$ cat src/rtl/led_zone_serializer.sv
// led_zone_serializer
//   Pops one DATA_W-bit zone word per zone from the zone-mean FIFO and shifts it MSB-first to
//   the LED driver chain. After ZONES words it pulses led_latch so the chain applies the frame.
//   Runs entirely in the FIFO read-clock domain.
//
// Ports
//   rd_clk      FIFO read clock (sole clock)
//   rst         asynchronous, active-high reset
//   fifo_empty  FIFO empty flag
//   fifo_dout   FIFO read data, valid RD_LAT cycles after rd_start
//   rd_start    one-cycle read request to the FIFO
//   led_sclk    serial clock, CLK_DIV cycles low then CLK_DIV cycles high per bit
//   led_sdo     serial data, only changes while led_sclk is low
//   led_latch   frame latch pulse, LATCH_CYC cycles wide
//   busy        high in every state except idle
//   stall       high while waiting mid-frame on an empty FIFO
//   frame_done  one-cycle pulse in the idle cycle that follows the latch
module led_zone_serializer #(
  parameter int unsigned ZONES     = 40,
  parameter int unsigned DATA_W    = 24,
  parameter int unsigned RD_LAT    = 2,
  parameter int unsigned CLK_DIV   = 4,
  parameter int unsigned LATCH_CYC = 8
) (
  input  logic              rd_clk,
  input  logic              rst,
  input  logic              fifo_empty,
  input  logic [DATA_W-1:0] fifo_dout,
  output logic              rd_start,
  output logic              led_sclk,
  output logic              led_sdo,
  output logic              led_latch,
  output logic              busy,
  output logic              stall,
  output logic              frame_done
);

  localparam int unsigned ZoneW  = (ZONES > 1) ? $clog2(ZONES) : 1;
  localparam int unsigned BitW   = $clog2(DATA_W + 1);
  localparam int unsigned DivW   = (CLK_DIV > 1) ? $clog2(CLK_DIV) : 1;
  localparam int unsigned CycMax = (RD_LAT > LATCH_CYC) ? RD_LAT : LATCH_CYC;
  localparam int unsigned CycW   = $clog2(CycMax + 1);

  localparam logic [ZoneW-1:0] ZoneLast = ZoneW'(ZONES - 1);
  localparam logic [BitW-1:0]  BitLast  = BitW'(DATA_W - 1);
  localparam logic [DivW-1:0]  DivLast  = DivW'(CLK_DIV - 1);
  localparam logic [CycW-1:0]  RdLast   = CycW'(RD_LAT - 1);
  localparam logic [CycW-1:0]  LatLast  = CycW'(LATCH_CYC - 1);

  typedef enum logic [2:0] {StIdle, StReq, StWaitData, StShift, StLatch} state_e;

  state_e             state_q, state_d;
  logic [ZoneW-1:0]   zone_cnt_q, zone_cnt_d;
  logic [BitW-1:0]    bit_cnt_q, bit_cnt_d;
  logic [DivW-1:0]    div_q, div_d;
  // Shared by the read-latency wait and the latch width; the two never overlap.
  logic [CycW-1:0]    cyc_cnt_q, cyc_cnt_d;
  logic [DATA_W-1:0]  sr_q, sr_d;

  logic rd_start_q, rd_start_d;
  logic sclk_q, sclk_d;
  logic sdo_q, sdo_d;
  logic latch_q, latch_d;
  logic busy_q, busy_d;
  logic stall_q, stall_d;
  logic done_q, done_d;

  always_comb begin
    state_d    = state_q;
    zone_cnt_d = zone_cnt_q;
    bit_cnt_d  = bit_cnt_q;
    div_d      = div_q;
    cyc_cnt_d  = cyc_cnt_q;
    sr_d       = sr_q;
    sclk_d     = 1'b0;
    sdo_d      = sdo_q;
    done_d     = 1'b0;

    unique case (state_q)
      StIdle: begin
        zone_cnt_d = '0;
        // The frame_done cycle always idles, leaving a gap before the next frame's read.
        if (!fifo_empty && !done_q) begin
          state_d = StReq;
        end
      end
      StReq: begin
        // rd_start_q is high in the cycle the request goes out.
        if (rd_start_q) begin
          state_d   = StWaitData;
          cyc_cnt_d = '0;
        end
      end
      StWaitData: begin
        if (cyc_cnt_q == RdLast) begin
          sr_d      = fifo_dout;
          sdo_d     = fifo_dout[DATA_W-1];
          bit_cnt_d = '0;
          div_d     = '0;
          cyc_cnt_d = '0;
          state_d   = StShift;
        end else begin
          cyc_cnt_d = cyc_cnt_q + 1'b1;
        end
      end
      StShift: begin
        sclk_d = sclk_q;
        div_d  = div_q + 1'b1;
        if (div_q == DivLast) begin
          div_d  = '0;
          sclk_d = !sclk_q;
          // End of the high half: the bit is done.
          if (sclk_q) begin
            if (bit_cnt_q == BitLast) begin
              if (zone_cnt_q == ZoneLast) begin
                state_d   = StLatch;
                cyc_cnt_d = '0;
              end else begin
                zone_cnt_d = zone_cnt_q + 1'b1;
                state_d    = StReq;
              end
            end else begin
              bit_cnt_d = bit_cnt_q + 1'b1;
              sr_d      = {sr_q[DATA_W-2:0], 1'b0};
              sdo_d     = sr_d[DATA_W-1];
            end
          end
        end
      end
      StLatch: begin
        if (cyc_cnt_q == LatLast) begin
          state_d    = StIdle;
          zone_cnt_d = '0;
          cyc_cnt_d  = '0;
          done_d     = 1'b1;
        end else begin
          cyc_cnt_d = cyc_cnt_q + 1'b1;
        end
      end
      default: state_d = StIdle;
    endcase

    if (state_d == StLatch) begin
      sdo_d = 1'b0;
    end

    // Outputs are registered from next-state values so they line up with state_q.
    rd_start_d = (state_d == StReq) && !fifo_empty;
    latch_d    = (state_d == StLatch);
    busy_d     = (state_d != StIdle);
    stall_d    = (state_d == StReq) && !rd_start_d && (zone_cnt_d != '0);
  end

  always_ff @(posedge rd_clk or posedge rst) begin
    if (rst) begin
      state_q    <= StIdle;
      zone_cnt_q <= '0;
      bit_cnt_q  <= '0;
      div_q      <= '0;
      cyc_cnt_q  <= '0;
      sr_q       <= '0;
      rd_start_q <= 1'b0;
      sclk_q     <= 1'b0;
      sdo_q      <= 1'b0;
      latch_q    <= 1'b0;
      busy_q     <= 1'b0;
      stall_q    <= 1'b0;
      done_q     <= 1'b0;
    end else begin
      state_q    <= state_d;
      zone_cnt_q <= zone_cnt_d;
      bit_cnt_q  <= bit_cnt_d;
      div_q      <= div_d;
      cyc_cnt_q  <= cyc_cnt_d;
      sr_q       <= sr_d;
      rd_start_q <= rd_start_d;
      sclk_q     <= sclk_d;
      sdo_q      <= sdo_d;
      latch_q    <= latch_d;
      busy_q     <= busy_d;
      stall_q    <= stall_d;
      done_q     <= done_d;
    end
  end

  assign rd_start   = rd_start_q;
  assign led_sclk   = sclk_q;
  assign led_sdo    = sdo_q;
  assign led_latch  = latch_q;
  assign busy       = busy_q;
  assign stall      = stall_q;
  assign frame_done = done_q;

endmodule

$ cat config.mk
export PLATFORM = sky130hd
export DESIGN_NAME = led_zone_serializer
export DESIGN_NICKNAME = d
export VERILOG_FILES = /design/src/rtl/led_zone_serializer.sv
export SDC_FILE = /design/constraint.sdc
export NUM_CORES = 1
export LEC_CHECK = 0
export ABC_AREA = 1
export BUFFER_PORTS_ARGS = -buffer_cell sky130_fd_sc_hd__buf_2
export CAP_MARGIN = 20
export CELL_PAD_IN_SITES_DETAIL_PLACEMENT = 0
export CELL_PAD_IN_SITES_GLOBAL_PLACEMENT = 1
export CORE_MARGIN = 8
export CORE_UTILIZATION = 46
export DETAILED_ROUTE_END_ITERATION = 6
export HOLD_SLACK_MARGIN = 0.06
export PLACE_DENSITY_LB_ADDON = 0.1
export SYNTH_ARGS = -nofsm -noshare
export SYNTH_HDL_FRONTEND = slang
export SYNTH_SLANG_ARGS = --single-unit
$ cat constraint.sdc
create_clock -name rd_clk -period 3.2 [get_ports rd_clk]
set_input_delay 0.32 -clock rd_clk [delete_from_list [all_inputs] [get_ports rd_clk]]
set_output_delay 0.32 -clock rd_clk [all_outputs]
set_load 0.02 [all_outputs]
# After elaboration in Yosys (flattened, before gate mapping)
# Index checks and enable logic that the tools add are counted.
# word_totals
word_cells	103
ff_bits	50
output_inout_bits	7
# op_classes
n_reduce_logical	18
n_mux	46
addsub	4
eq_ne	22
# op_table
cell	n
$mux 23	4
$pmux 23 s2	1
$mux 6	5
$mux 4	7
$mux 3	8
$mux 5	4
$pmux 6 s3	1
$pmux 4 s4	1
$pmux 3 s5	1
$ne 2x2->1 const B	7
$ne 3x3->1 const B	4
$pmux 5 s2	1
$reduce_and 5->1	2
$mux 1	9
$add 6x1->6 const B	1
$eq 3x1->1 const B	2
$eq 3x2->1 const B	2
$eq 3x3->1 const B	2
$eq 6x6->1 const B	1
$reduce_and 6->1	1
$reduce_bool 3->1	2
$reduce_bool 6->1	1
$add 5x1->5 const B	1
$eq 5x5->1 const B	1
other kinds (14)	21

# Longest topological paths before layout
# Gate-level depths: netlist (run 1).
# logic_depth
word_depth	11
depth_mapped	12
ltp_nobuf	12

# Worst setup path after synthesis (run 1)
# No wires, ideal clock.
# synth_timing
path_type	flip-flop to flip-flop
start	reg cyc_cnt_q[1]
end	reg sr_q[10]
required_time_ns	3.070
stages_incl_launch_ff	9
path_slack_ns	1.623
n_path_buf	1
arrival_ns	1.447
synth_period_minus_slack_ns	1.577
cell_sequence	dfrtp_1 -> inv_1 -> ha_1 -> nand2_1 -> nor2_1 -> nand2_2 -> a21oi_4 -> clkbuf_1 -> o21ai_0
# synth_between
elab_chain_len	3
# synth_lines
item	line_no	source
start: declaration	57	logic [CycW-1:0] cyc_cnt_q, cyc_cnt_d;
start signal: assignment	174	cyc_cnt_q <= cyc_cnt_d;
$eq 4x1->1	95	if (cyc_cnt_q == RdLast) begin
$ne 2x2->1 (no source line)	-	
$reduce_and 5->1 (no source line)	-	
end signal: assignment	175	sr_q <= sr_d;
end: declaration	58	logic [DATA_W-1:0] sr_q, sr_d;
# Every way passes these cells.
# A chain may end at the register's enable or synchronous reset.

# Worst setup path in the final report (run 1)
# layout_timing
start	reg cyc_cnt_q[1]
end	reg sr_q[14]
# Same word-level chain as after synthesis.

==> impl_metrics.ini, run 1 <==
[synthesis]
synth_largest_area_cell = dfrtp_1
yosys_warnings = 0
syn_inst = 328
syn_area_um2 = 2620
syn_nets = 360
postSynthAreaPerCell_um2 = 7.97
synth_cell_types = 30
synth_top_area_frac = 0.478
synth_seq_cells = 50
synthTopCellsByArea = dfrtp_1 (48%), nand2_1 (11%), inv_1 (7.3%), o211ai_1 (6.3%), o21ai_0 (5.4%)
yosysSeqAreaShare = 0.478

[finish]
layout_common_cells = nand2_1 (74), inv_1 (50), dfrtp_1 (50)
syn_to_final_growth_pct = 12.4
nNetsFinal = 393
design_area_um2 = 2940
antenna_cells = 0
drive_gt1_frac = 0.160
final_util = 0.534
mostFrequentLayoutCell = nand2_1

[timing]
clock.fmax_ghz = 0.441
post-route-period-util = 0.709
fin_tns_setup_ns = 0
finalSetupViolCount = 0
rsz0062_at_grt = no
hold_viol = 0
min_period_ns = 2.27
slew_viol_final = 0
setup_ws_ns = 0.931
finClkSkew_ns = 0.0125
relSlewSlack = 0.561
tightest_slew_ns = 0.657

[global_route]
grt_pass1_vias = 2090
grt_start_max_net_pins = 53
antenna_found_initial = 0
grt_overflow = 0
grt.total_usage = 0.140
grt_first_pass_wirelength_um = 9780

[floorplan]
die_area_um2 = 8350
dieHeight_um = 91.4
die-width_um = 91.4
fp-row-count = 27
initial_utilization = 0.475
core-area_um2 = 5510
io_pins = 34

[detailed_routing]
via_per_inst = 4.90
drc = 0
vias = 2126
drt-pass1-iter-count = 4
drt_wl_total_um = 5470
final_antenna_net_count = 0
post_drt_wl_per_cell_um = 12.6
wl_met1_um = 2790
drtIter0Drc = 85
routed-wl-met3_um = 176
highest_layer = met4
met2WireLength_um = 2460

[worst_setup_path]
path_max_fanout = 30
worstPathArrival_ns = 2.49
critPathLaunchType = register
cp.required_ns = 3.42
critPathKind = reg -> reg
endpoint_kind = register
r2r_setup_slack_ns = 0.93

[clock_network]
cts_setup_buffers = 0
cts_resized = 0
h-tree-depth = 2
clock-root-buffer = clkbuf_8
cts_tree = done
clk_pin_slew_ns = 0.09
clkLatencyLatePin_ns = 0.31
max-clock-path-buffers = 2
cts_buffers = 5
cts.sinks = 50

[place]
dp_hpwl_um = 3990
place_congestion = 0.833
post-place-ws_ns = 0.911
numPortBuffers = 33
dpl_cell_area_um2 = 2820

[power_and_ir_drop]
ir_worst_vdd_mv = 0.340
leakage_nw = 1.52
total_power_mw = 2.50
power_density_nw_per_um2 = 852

[flow_run]
maxCapViolCount = 0

[run_status]
outcome = completed

[min_path]
hold_class = in -> reg
==> logic make-up after synthesis <==
family / Yosys count / synth area share
simple gates: 140 / 0.232
buf+inv: 67 / 0.107
flops: 50 / 0.478
fa+ha+maj: 5 / 0.0239
compound gates: 66 / 0.159
==> registers in the layout, indices dropped and copies added, names as in the netlist <==
| name | cells |
|---|---|
| bit_cnt_q | 5 |
| busy | 1 |
| cyc_cnt_q | 4 |
| div_q | 2 |
| frame_done | 1 |
| led_latch | 1 |
| led_sclk | 1 |
| led_sdo | 1 |
| rd_start | 1 |
| sr_q | 23 |
| stall | 1 |
| state_q | 3 |
| zone_cnt_q | 6 |
==> worst paths after layout <==
path | from | end | cells after the start
setup / recovery | cyc_cnt_q[1] | sr_q[14] | 9
hold reg to reg | cyc_cnt_q[3] | frame_done | 1
min in group asynchronous | rst | sr_q[9] | 3
hold / removal | fifo_empty | rd_start | 2
max in group asynchronous | rst | bit_cnt_q[2] | 4
setup reg to reg | cyc_cnt_q[1] | sr_q[14] | 9
==> cell type report <==
class | instances | area (um^2)
Sequential cell | 50 | 1250
Fill cell | 525 | 2570
Tap cell | 72 | 90.1
Multi-Input combinational cell | 211 | 1080
Inverter | 56 | 211
Clock inverter | 3 | 25.0
Timing Repair Buffer | 37 | 210
Clock buffer | 5 | 68.8
==> critical path, cell delays in order (launching register included) <==
cell and delay, ns:
dfrtp_1 0.42, inv_1 0.09, ha_1 0.14, nand2_1 0.05
nor2_1 0.21, nand2_2 0.14, a21oi_4 0.57, buf_4 0.35
o211ai_1 0.11, o21ai_0 0.11
==> per-layer routing <==
metal	GRT usage	vias up
met5	0	-
met4	0.0286	0
met3	0.0272	4
met2	0.218	30
met1	0.196	959
li1	-	1133
==> report_power, final <==
part / total (mW) / switching, mW / internal (mW)
registers: 0.973 / 0.105 / 0.867
clock network: 0.382 / 0.223 / 0.158
logic: 1.15 / 0.764 / 0.386
==> Yosys cell counts <==
| library cell | n |
|---|---|
| nand2_2 | 3 |
| o21ai_0 | 28 |
| nor2_1 | 26 |
| a211oi_2 | 1 |
| o22ai_1 | 1 |
| nor3_4 | 1 |
| nor2_2 | 2 |
| inv_1 | 51 |
| buf_2 | 3 |
| buf_6 | 1 |
| nand3_1 | 20 |
| clkinv_2 | 1 |
| inv_2 | 4 |
| o21ai_1 | 2 |
| nor3_1 | 6 |
| a21o_1 | 1 |
| a21oi_1 | 7 |
| nor3b_1 | 1 |
| o211ai_1 | 22 |
| o31ai_1 | 1 |
| dfrtp_1 | 50 |
| clkbuf_1 | 2 |
| nand4_1 | 6 |
| a21oi_4 | 1 |
| buf_4 | 4 |
| clkbuf_2 | 1 |
| o21a_1 | 2 |
| ha_1 | 5 |
| nand2_1 | 74 |
| nand3b_1 | 1 |
==> stage by stage <==
stage,hold WS (ns),instances
2_1_floorplan,0.392,328
3_3_place_gp,0.498,424
3_5_place_dp,0.489,424
4_1_cts,0.200,432
5_1_grt,0.206,434
6_report,0.207,434
==> what timing repair did <==
item                       in CTS  in global routing
hold buffers                    0                  1
setup endpoints to repair       0                  0
hold endpoints to repair        0                  7
No activity file was read; power rests on OpenSTA's default activity.
==> run 2, diff against run 1 <==
--- a/config.mk
+++ b/config.mk
@@ -5,13 +5,13 @@
 export SDC_FILE = /design/constraint.sdc
 export NUM_CORES = 1
 export LEC_CHECK = 0
-export ABC_AREA = 1
+export ABC_AREA = 0
 export BUFFER_PORTS_ARGS = -buffer_cell sky130_fd_sc_hd__buf_2
 export CAP_MARGIN = 20
 export CELL_PAD_IN_SITES_DETAIL_PLACEMENT = 0
 export CELL_PAD_IN_SITES_GLOBAL_PLACEMENT = 1
 export CORE_MARGIN = 8
-export CORE_UTILIZATION = 46
+export CORE_UTILIZATION = 44
 export DETAILED_ROUTE_END_ITERATION = 6
 export HOLD_SLACK_MARGIN = 0.06
 export PLACE_DENSITY_LB_ADDON = 0.1
==> constraint.sdc (replaced) <==
create_clock -name rd_clk -period 2.3 [get_ports rd_clk]
set_input_delay 0.23 -clock rd_clk [delete_from_list [all_inputs] [get_ports rd_clk]]
set_output_delay 0.23 -clock rd_clk [all_outputs]
set_load 0.02 [all_outputs]
==> run 2 against run 1 <==
Compared with the run above:
- combinational power grew 81%
- flip-flop and latch count is the same
- fmax grew 2.0%
- sequential power grew 46%
- hold slack lost 0.10 ns
- die area grew 1.7%
- via count shrank 4.4%
- design area grew 3.2%
- critical path type unchanged
==> impl_metrics.ini, run 2 <==
[finish]
syn_to_final_growth_pct = 18.8
register_area_um2 = 1250
layout_common_cells = nand2_1 (58), dfrtp_1 (50), nor2_1 (36)
final_util = 0.544
mostFrequentLayoutCell = nand2_1
multiInputGateArea_um2 = 1200
drive_gt1_frac = 0.241
nNetsFinal = 354
antenna_cells = 0
top_regs = sr_q: 23 flops, zone_cnt_q: 6 flops, bit_cnt_q: 5 flops
largest_reg_flops = 23
regMostFlops = sr_q
fill_cells = 542

[global_route]
antenna_found_initial = 0
busiest_layer = met2
grt_start_max_net_pins = 29
grt_first_pass_wirelength_um = 9420
grt_use_met3 = 0.0334
met1_usage = 0.188
grt.total_usage = 0.135
grt_overflow = 0
grt_pass1_vias = 1946
use_met2 = 0.197

[synthesis]
synth_edf_count = 0
yosysSeqAreaShare = 0.490
ys.flop_type = dfrtp_1
yosys-top-cells-count = nand2_1 (58), dfrtp_1 (50), nor2_1 (37), a31oi_1 (17)
synth_largest_area_cell = dfrtp_1
postSynthAreaPerCell_um2 = 9.22
synth_top_area_frac = 0.490
synth_seq_cells = 50
synthTopCellsByArea = dfrtp_1 (49%), nand2_1 (8.5%), nor2_1 (5.4%), a31oi_1 (4.2%), a31oi_2 (3.9%)
syn_area_um2 = 2550
syn_nets = 309
syn_inst = 277
yosysMostFrequentCell = nand2_1
synth_cell_types = 48
yosys_warnings = 0
async_reset_ff_frac = 1.00

[floorplan]
die_area_um2 = 8500
core-area_um2 = 5570
dieHeight_um = 92.2
io_pins = 34
initial_utilization = 0.458
die-width_um = 92.2
fp-row-count = 27

[timing]
relSlewSlack = 0.661
clock.fmax_ghz = 0.449
fin_tns_setup_ns = 0
post-route-period-util = 0.968
rsz0062_at_grt = yes
finClkSkew_ns = 0.00487
setup_ws_ns = 0.0745
tightest_slew_ns = 0.504
min_period_ns = 2.23
slew_viol_final = 0
hold_viol = 0
finalSetupViolCount = 0

[min_path]
worst_hold_path.num_cells = 2
hold_start = fifo_empty
hold_class = in -> reg
holdPathEnd = rd_start

[detailed_routing]
drc = 0
post_drt_wl_per_cell_um = 13.9
vias = 2032
drtIter0Drc = 114
final_antenna_net_count = 0
drt-pass1-iter-count = 4
drt_wl_total_um = 5510
via_per_inst = 5.14

[worst_setup_path]
critPathKind = reg -> reg
critPathLaunchType = register
worstPathArrival_ns = 2.40
cp.required_ns = 2.48
cpLargestDelayFamily = simple AND/OR/NAND/NOR gates
r2r_start = cyc_cnt_q[1]
slowest_delay_ns = 0.41
slowest_stage = dfrtp_1
endpoint_kind = register
r2r_cells = 9
cp-startpoint = cyc_cnt_q[1]
r2r_setup_slack_ns = 0.07
cp.buffers_inverters = 2
r2r-end = bit_cnt_q[4]
path_cells = inv_2 -> ha_1 -> or3b_4 -> or3_4 -> a22oi_4 -> buf_6 -> nand4_1 -> xor2_1 -> nor2_1
path_max_fanout = 4

[power_and_ir_drop]
netSwitchingFraction = 0.406
power_density_nw_per_um2 = 1360
total_power_mw = 4.12
seqPwrFrac = 0.346
ir_worst_vdd_mv = 0.644
p_int_mw = 2.44
comb_power_share = 0.504
p_sw_mw = 1.67
leakage_nw = 1.41
clkPwrFrac = 0.150

[place]
numPortBuffers = 33
place_congestion = 0.771
post-place-ws_ns = 0.0417
dp_hpwl_um = 3870

[clock_network]
max-clock-path-buffers = 2
h-tree-depth = 2
clock-root-buffer = clkbuf_8
clkLatencyLatePin_ns = 0.30
cts.sinks = 50
cts_tree = done
cts_buffers = 5
clk_pin_slew_ns = 0.09

[run_status]
outcome = completed

[flow_run]
maxCapViolCount = 0
==> run 2: changes by cell type after synthesis, moves of 4 or more <==
cell	before	now
o21ai_0	28	8
o211ai_1	22	1
clkbuf_1	2	8
a31oi_1	0	17
and3_1	0	4
nand2_1	74	58
nor2_1	26	37
nand3_1	20	8
a31oi_2	0	8
inv_1	51	6
inv_2	4	0
==> run 2: worst max-delay path by stage <==
stage	to	depth (start not counted)
floorplan	led_sdo	9
global placement	bit_cnt_q[2]	9
detailed placement	led_sdo	8
CTS	sr_q[9]	8
global route	bit_cnt_q[4]	9
finish	bit_cnt_q[4]	9
==> run 2: cell families after synthesis <==
group           Yosys count  synth area share
simple gates            134             0.234
compound gates           60             0.184
flops                    50             0.490
buf+inv                  22            0.0456
fa+ha+maj                 5            0.0245
xor+xnor                  4            0.0137
mux                       2           0.00833
==> run 2: power by group through the flow <==
stage | Sequential [mW] | Clock [mW] | Combinational, mW
global placement | 1.43 | 0 | 1.91
global route | 1.47 | 0.692 | 2.32
CTS | 1.42 | 0.643 | 1.94
finish | 1.42 | 0.618 | 2.08
detailed placement | 1.44 | 0 | 1.93
floorplan | 1.40 | 0 | 1.52
==> run 2: stage by stage <==
step | std cells | hold slack (ns) | cell area, um^2
6_report | 395 | 0.105 | 3030
5_1_grt | 395 | 0.101 | 3030
4_1_cts | 392 | 0.0963 | 2980
3_5_place_dp | 383 | 0.290 | 2860
3_3_place_gp | 383 | 0.294 | 2860
2_1_floorplan | 277 | 0.296 | 2550
==> run 2: routing by layer <==
layer  vias up  wire length [um]
met5         -                 0
met4         0                68
met3         7               217
met2        35              2350
met1       928              2870
li1       1062                 -
==> run 2: cell type report <==
class	instances	share of cell area
Clock buffer	6	0.0239
Multi-Input combinational cell	205	0.395
Sequential cell	50	0.412
Timing Repair Buffer	54	0.120
Tap cell	72	0.0297
Clock inverter	2	0.0124
Inverter	6	0.00742
==> run 2: what timing repair did <==
item | 4_1_cts | 5_1_grt
hold endpoints to repair | 22 | 0
buffers inserted | 0 | 2
resized for setup | 0 | 7
hold buffers | 1 | 0
endpoints found under the setup margin | 0 | 15
